[config.mk]
export PLATFORM = sky130hd
export DESIGN_NAME = mii_frame_monitor
export DESIGN_NICKNAME = d
export VERILOG_FILES = /design/src/rtl/mii_pkg.sv /design/src/rtl/mii_lane_classifier.sv /design/src/rtl/mii_frame_monitor.sv
export SDC_FILE = /design/constraint.sdc
export NUM_CORES = 1
export LEC_CHECK = 0
export CORE_MARGIN = 10
export CORE_UTILIZATION = 55
export DETAILED_ROUTE_END_ITERATION = 8
export HOLD_SLACK_MARGIN = 0.1
export MAX_ROUTING_LAYER = met4
export PLACE_DENSITY = 0.75
export SLEW_MARGIN = 20
export SYNTH_ARGS = -nofsm -noshare
export SYNTH_HDL_FRONTEND = slang
export SYNTH_SLANG_ARGS = --single-unit
export TNS_END_PERCENT = 10
[constraint.sdc]
create_clock -name clk -period 14.6 [get_ports clk]
set_clock_uncertainty 0.05 [all_clocks]
set_input_delay 4.38 -clock clk [delete_from_list [all_inputs] [get_ports clk]]
set_output_delay 4.38 -clock clk [all_outputs]
set_load 0.05 [all_outputs]
[src/rtl/mii_pkg.sv]
// Shared definitions for the MII frame monitor: control characters,
// frame-tracking states and the per-lane classification codes.
package mii_pkg;

  localparam logic [7:0] CHAR_IDLE  = 8'h07;
  localparam logic [7:0] CHAR_START = 8'hFB;
  localparam logic [7:0] CHAR_TERM  = 8'hFD;
  localparam logic [7:0] CHAR_ERR   = 8'hFE;

  typedef enum logic [1:0] {
    WAIT_START = 2'd0,
    IN_FRAME   = 2'd1,
    IN_GAP     = 2'd2
  } state_t;

  typedef enum logic [2:0] {
    DATA,
    IDLE,
    START,
    TERM,
    ERR,
    OTHER
  } lane_class_t;

endpackage

[src/rtl/mii_lane_classifier.sv]
// Combinational decode of every lane of an MII word into a lane_class_t,
// so the monitor FSM only has to reason about character classes.
module mii_lane_classifier
  import mii_pkg::*;
#(
  parameter int         CTRL_WIDTH = 8,
  parameter logic [7:0] IDLE_CODE  = CHAR_IDLE,
  parameter logic [7:0] START_CODE = CHAR_START,
  parameter logic [7:0] TERM_CODE  = CHAR_TERM,
  parameter logic [7:0] ERR_CODE   = CHAR_ERR
) (
  input  logic [8*CTRL_WIDTH-1:0] i_data,
  input  logic [CTRL_WIDTH-1:0]   i_ctrl,
  output lane_class_t             o_lane_class [CTRL_WIDTH]
);

  always_comb begin
    for (int k = 0; k < CTRL_WIDTH; k++) begin
      if (!i_ctrl[k])                          o_lane_class[k] = DATA;
      else if (i_data[8*k +: 8] == IDLE_CODE)  o_lane_class[k] = IDLE;
      else if (i_data[8*k +: 8] == START_CODE) o_lane_class[k] = START;
      else if (i_data[8*k +: 8] == TERM_CODE)  o_lane_class[k] = TERM;
      else if (i_data[8*k +: 8] == ERR_CODE)   o_lane_class[k] = ERR;
      else                                     o_lane_class[k] = OTHER;
    end
  end

endmodule

[src/rtl/mii_frame_monitor.sv]
// Passive N-lane MII TX monitor: tracks framing, payload length and
// inter-packet gap in bytes, and keeps saturating frame/error statistics.
module mii_frame_monitor
  import mii_pkg::*;
#(
  parameter int         DATA_WIDTH        = 64,
  parameter int         CTRL_WIDTH        = DATA_WIDTH / 8,
  parameter int         MIN_PAYLOAD_BYTES = 40,
  parameter int         MAX_PAYLOAD_BYTES = 136,
  parameter int         MIN_IPG_BYTES     = 16,
  parameter int         MAX_IPG_BYTES     = 40,
  parameter int         CNT_WIDTH         = 16,
  parameter logic [7:0] IDLE_CODE         = CHAR_IDLE,
  parameter logic [7:0] START_CODE        = CHAR_START,
  parameter logic [7:0] TERM_CODE         = CHAR_TERM,
  parameter logic [7:0] ERR_CODE          = CHAR_ERR
) (
  input  logic                  clk,
  input  logic                  i_rst,
  input  logic [DATA_WIDTH-1:0] i_tx_data,
  input  logic [CTRL_WIDTH-1:0] i_tx_ctrl,
  input  logic                  i_clear_counts,
  output logic                  o_payload_error,
  output logic                  o_intergap_error,
  output logic                  o_other_error,
  output logic                  o_frame_done,
  output logic [CNT_WIDTH-1:0]  o_frame_len,
  output logic [CNT_WIDTH-1:0]  o_frame_count,
  output logic [CNT_WIDTH-1:0]  o_error_count
);

  localparam logic [CNT_WIDTH-1:0] CNT_MAX = '1;
  localparam logic [CNT_WIDTH-1:0] PAY_MIN = CNT_WIDTH'(MIN_PAYLOAD_BYTES);
  localparam logic [CNT_WIDTH-1:0] PAY_MAX = CNT_WIDTH'(MAX_PAYLOAD_BYTES);
  localparam logic [CNT_WIDTH-1:0] IPG_MIN = CNT_WIDTH'(MIN_IPG_BYTES);
  localparam logic [CNT_WIDTH-1:0] IPG_MAX = CNT_WIDTH'(MAX_IPG_BYTES);

  function automatic logic [CNT_WIDTH-1:0] sat_inc(input logic [CNT_WIDTH-1:0] v);
    return (v == CNT_MAX) ? v : v + CNT_WIDTH'(1);
  endfunction

  lane_class_t w_lane_class [CTRL_WIDTH];

  mii_lane_classifier #(
    .CTRL_WIDTH (CTRL_WIDTH),
    .IDLE_CODE  (IDLE_CODE),
    .START_CODE (START_CODE),
    .TERM_CODE  (TERM_CODE),
    .ERR_CODE   (ERR_CODE)
  ) u_classifier (
    .i_data       (i_tx_data),
    .i_ctrl       (i_tx_ctrl),
    .o_lane_class (w_lane_class)
  );

  state_t               r_state;
  logic [CNT_WIDTH-1:0] r_payload_cnt;
  logic [CNT_WIDTH-1:0] r_gap_cnt;
  logic                 r_payload_error;
  logic                 r_intergap_error;
  logic                 r_other_error;
  logic                 r_frame_done;
  logic [CNT_WIDTH-1:0] r_frame_len;
  logic [CNT_WIDTH-1:0] r_frame_count;
  logic [CNT_WIDTH-1:0] r_error_count;

  state_t               w_state;
  logic [CNT_WIDTH-1:0] w_payload_cnt;
  logic [CNT_WIDTH-1:0] w_gap_cnt;
  logic                 w_payload_error;
  logic                 w_intergap_error;
  logic                 w_other_error;
  logic                 w_frame_done;
  logic [CNT_WIDTH-1:0] w_frame_len;
  logic                 w_any_error;

  always_comb begin
    // NOTE: blocking assignments chain lane k's result into lane k+1 within one pass;
    // every variable is defaulted first so no latch can be inferred.
    w_state          = r_state;
    w_payload_cnt    = r_payload_cnt;
    w_gap_cnt        = r_gap_cnt;
    w_payload_error  = 1'b0;
    w_intergap_error = 1'b0;
    w_other_error    = 1'b0;
    w_frame_done     = 1'b0;
    w_frame_len      = r_frame_len;
    for (int k = 0; k < CTRL_WIDTH; k++) begin
      case (w_state)
        WAIT_START: begin
          if (w_lane_class[k] == START && k == 0) begin
            w_state       = IN_FRAME;
            w_payload_cnt = '0;
          end else if (w_lane_class[k] != IDLE) begin
            w_other_error = 1'b1;
          end
        end
        IN_FRAME: begin
          if (w_lane_class[k] == DATA) begin
            w_payload_cnt = sat_inc(w_payload_cnt);
          end else if (w_lane_class[k] == TERM) begin
            // A saturated count is out of range even if the limit is CNT_MAX.
            if (w_payload_cnt < PAY_MIN || w_payload_cnt > PAY_MAX || w_payload_cnt == CNT_MAX)
              w_payload_error = 1'b1;
            w_frame_done = 1'b1;
            w_frame_len  = w_payload_cnt;
            w_gap_cnt    = '0;
            w_state      = IN_GAP;
          end else if (w_lane_class[k] == START && k == 0) begin
            w_other_error = 1'b1;
            w_payload_cnt = '0;
          end else begin
            w_other_error = 1'b1;
          end
        end
        IN_GAP: begin
          if (w_lane_class[k] == IDLE) begin
            w_gap_cnt = sat_inc(w_gap_cnt);
          end else if (w_lane_class[k] == START && k == 0) begin
            if (w_gap_cnt < IPG_MIN || w_gap_cnt > IPG_MAX)
              w_intergap_error = 1'b1;
            w_state       = IN_FRAME;
            w_payload_cnt = '0;
          end else begin
            w_other_error = 1'b1;
          end
        end
        default: w_state = WAIT_START;
      endcase
    end
    w_any_error = w_payload_error | w_intergap_error | w_other_error;
  end

  // NOTE: the async reset clears the working counters too, so a frame cut
  // short by reset leaves no residue in payload or gap accounting.
  always_ff @(posedge clk or posedge i_rst) begin
    if (i_rst) begin
      r_state          <= WAIT_START;
      r_payload_cnt    <= '0;
      r_gap_cnt        <= '0;
      r_payload_error  <= 1'b0;
      r_intergap_error <= 1'b0;
      r_other_error    <= 1'b0;
      r_frame_done     <= 1'b0;
      r_frame_len      <= '0;
      r_frame_count    <= '0;
      r_error_count    <= '0;
    end else begin
      r_state          <= w_state;
      r_payload_cnt    <= w_payload_cnt;
      r_gap_cnt        <= w_gap_cnt;
      r_payload_error  <= w_payload_error;
      r_intergap_error <= w_intergap_error;
      r_other_error    <= w_other_error;
      r_frame_done     <= w_frame_done;
      r_frame_len      <= w_frame_len;
      if (i_clear_counts) begin
        r_frame_count <= '0;
        r_error_count <= '0;
      end else begin
        if (w_frame_done) r_frame_count <= sat_inc(r_frame_count);
        if (w_any_error)  r_error_count <= sat_inc(r_error_count);
      end
    end
  end

  assign o_payload_error  = r_payload_error;
  assign o_intergap_error = r_intergap_error;
  assign o_other_error    = r_other_error;
  assign o_frame_done     = r_frame_done;
  assign o_frame_len      = r_frame_len;
  assign o_frame_count    = r_frame_count;
  assign o_error_count    = r_error_count;

endmodule

==> impl_metrics.toml <==
[status]
status = "complete, but fails checks"
failed_checks = "DRC"

[yosys]
yosysTopAreaCell = "dfrtp_1"
synth_fp_nets = 2727
yosys_most_used_dff = "dfrtp_1"
synth_cells = 2602
synth_area_mm2 = 0.01803
ys_seq_elements = 86
synth.avg_cell_area_um2 = 6.929
synth_warnings = 0
yosysMostFrequentCell = "nand2_1"
synth_top_area_share_pct = 11.94
synthArstFlopShare_pct = 100.0
synth_edf_count = 0
synthTopCellsByArea = "dfrtp_1, nand2_1, nor2_1"
ys_top_cells_by_count = "nand2_1, nor2_1, a21oi_1"
ys_seq_area_share_pct = 11.94
yosysUniqueCellTypes = 121

[detailed_routing]
initialDrtViolationCount = 4529
drt_pass1_iterations = 9
drt_wl_total_um = 83060
drc = 3
wl_per_cell_um = 22.34
post_drt_via_cell_ratio = 7.094
antenna_left = 0
vias = 26380

[critical_path]
startpoint = "i_tx_data[6]"
end_kind = "flop"
r2r_start = "r_state[0]"
cp.depth = 46
worstPathArrival_ns = 14.75
r2r-end = "r_gap_cnt[1]"
critPathLaunchType = "primary input"
critPathTopFamily = "simple AND/OR/NAND/NOR gates"
cp_slowest_cell = "or4b_4"
reg2reg_slack_ns = 3.28
r2r_cells = 47
worstPathRequired_ns = 14.82
cp_num_buf_inv = 5
path_max_fanout = 7
crit_end = "r_gap_cnt[1]"
cpPeakStageDelay_ns = 0.58
critPathKind = "primary input to flop"

[cts]
clk_pin_slew_worst_paths_ns = 0.07
cts_tree = "built"
clkSinkCount = 86
cts_made_buffers = 9
htreeDepth = 3
clk_path_buf_depth = 2
clock_latency_ns = 0.36
clock-root-buffer = "clkbuf_16"
cts_hold_buf = 0

[power_and_ir_drop]
pwr-share-seq_pct = 41.4
p_leak_uw = 0.01006
irDropWorstVdd_mv = 0.05137
p_sw_uw = 179.7
swShare_pct = 30.48
power_uw = 589.5
p_clk_share_pct = 40.7
p_per_area_mw_per_mm2 = 22.96
comb_power_share_pct = 17.9
internal-power_uw = 409.8

[global_route]
grt_start_max_net_pins = 50
antenna_found_initial = 1
grtUsageTotal_pct = 38.34
grt_pass1_vias = 24510
grt_overflow = 0
grt_first_pass_wirelength_um = 127900

[floorplan]
die_w_um = 201.1
core_mm2 = 0.03245
fp.dieH_um = 201.1
num_rows = 66
boundaryPins = 127
start_util_pct = 55.55
die_area_mm2 = 0.04042

[sta]
rsz0062_at_grt = "yes"
max_freq_ghz = 0.06886
worst_pin_slew_ns = 1.164
period_share_pct = 99.47
setup_viol = 0
relSlewSlack_pct = 21.67
finalMaxSlewViolations = 0
hold_viol = 0
min_period_ns = 14.52
final.setup.worst_slack_ns = 0.07713

[cells_and_area]
fin_nets = 3395
fill_cells = 2273
area_delta_synth_final_pct = 42.41
drive_above_1_share_pct = 30.44
multi_input_area_mm2 = 0.01623
regArea_mm2 = 0.002152

[place]
place_ws_ns = -0.7821
routabilityCongestion = 1.144
portBuffers = 126
post-dp-hpwl_um = 63230

[run]
maxCapViolCount = 0

[worst_hold_path]
hold_depth = 2
hp-class = "flop to flop"
logic make-up after synthesis:
group	after synthesis	share of synthesized area, %
buf+inv	189	4.414
simple gates	1255	37.18
flops	86	11.94
fa+ha+maj	50	3.470
xor+xnor	92	4.469
compound gates	861	34.49
mux	69	4.039
how the worst min path moves through the flow:
stage	slack, ns	start	end
3_5_place_dp	0.50	o_error_count[11]	o_error_count[11]
5_1_grt	0.55	o_error_count[11]	o_error_count[11]
3_3_place_gp	0.49	o_error_count[11]	o_error_count[11]
2_1_floorplan	0.63	r_gap_cnt[6]	o_intergap_error
4_1_cts	0.53	o_error_count[11]	o_error_count[11]
6_report	0.53	o_error_count[11]	o_error_count[11]
cell type report:
type                       instances  area share, %
clock inverter                     7         0.2973
timing repair buffer             780          24.09
antenna                            1       0.009747
clock buffer                       9         0.8772
inverter                          66         0.9795
tap                              442          2.154
sequential                        86          8.382
multi-input combinational       2327          63.21
state kept, by name, summed over array words and instances, names as in the netlist:
signal / flops
o_intergap_error: 1
o_frame_len: 16
o_payload_error: 1
r_payload_cnt: 16
o_frame_count: 16
r_state: 2
o_error_count: 16
o_frame_done: 1
o_other_error: 1
r_gap_cnt: 16
per-layer routing:
metal	vias up	part of all wire [%]	global-route usage (%)
li1	11530	-	-
met1	11930	38	48.78
met2	2344	43	57.31
met3	567	13	7.487
met4	0	6.3	18.15
met5	-	0	-
worst min-delay path, delay by kind of cell (launching register included):
kind          cells  cell delay (ns)
flops             1             0.38
xor+xnor          1             0.08
simple gates      1             0.08
what timing repair did:
action | CTS | global route
resized for setup | 51 | 116
buffers inserted | 16 | 33
setup endpoints to repair | 48 | 53
pin swaps | 30 | 66
through the flow:
stage          TNS, ns  cell area (µm²)  instances  util, %  hold WS [ns]
6_report             0            25670       3718    79.11        0.5268
5_1_grt         -10.33            25670       3718    79.11        0.5471
4_1_cts              0            24980       3684    76.96        0.5256
3_5_place_dp    -31.04            24340       3652    74.99        0.5009
3_3_place_gp    -14.44            24340       3652    74.99        0.4907
2_1_floorplan   -2.683            18550       2602        -        0.6301
power by group through the flow:
stage          registers [µW]  logic, µW  clock network [µW]
3_5_place_dp              248       98.8                   0
3_3_place_gp              248       95.8                   0
4_1_cts                   244        100                 241
2_1_floorplan             249       44.3                   0
5_1_grt                   244        112                 251
6_report                  244        106                 240
cells in the final DEF, fill, tap and decap left out, types with 59 or more instances in the layout:
cell type        synthesis  final
a21oi_1                168    158
and2_1                  59     59
buf_4                    4    652
clkdlybuf4s50_1          0    116
dfrtp_1                 86     86
inv_1                   66     63
nand2_1                276    270
nand3_1                117    112
nand4_1                 88     88
nor2_1                 262    255
nor3_1                  91     76
o21ai_0                127    120
Note: power is estimated with default switching activity, not from simulation.
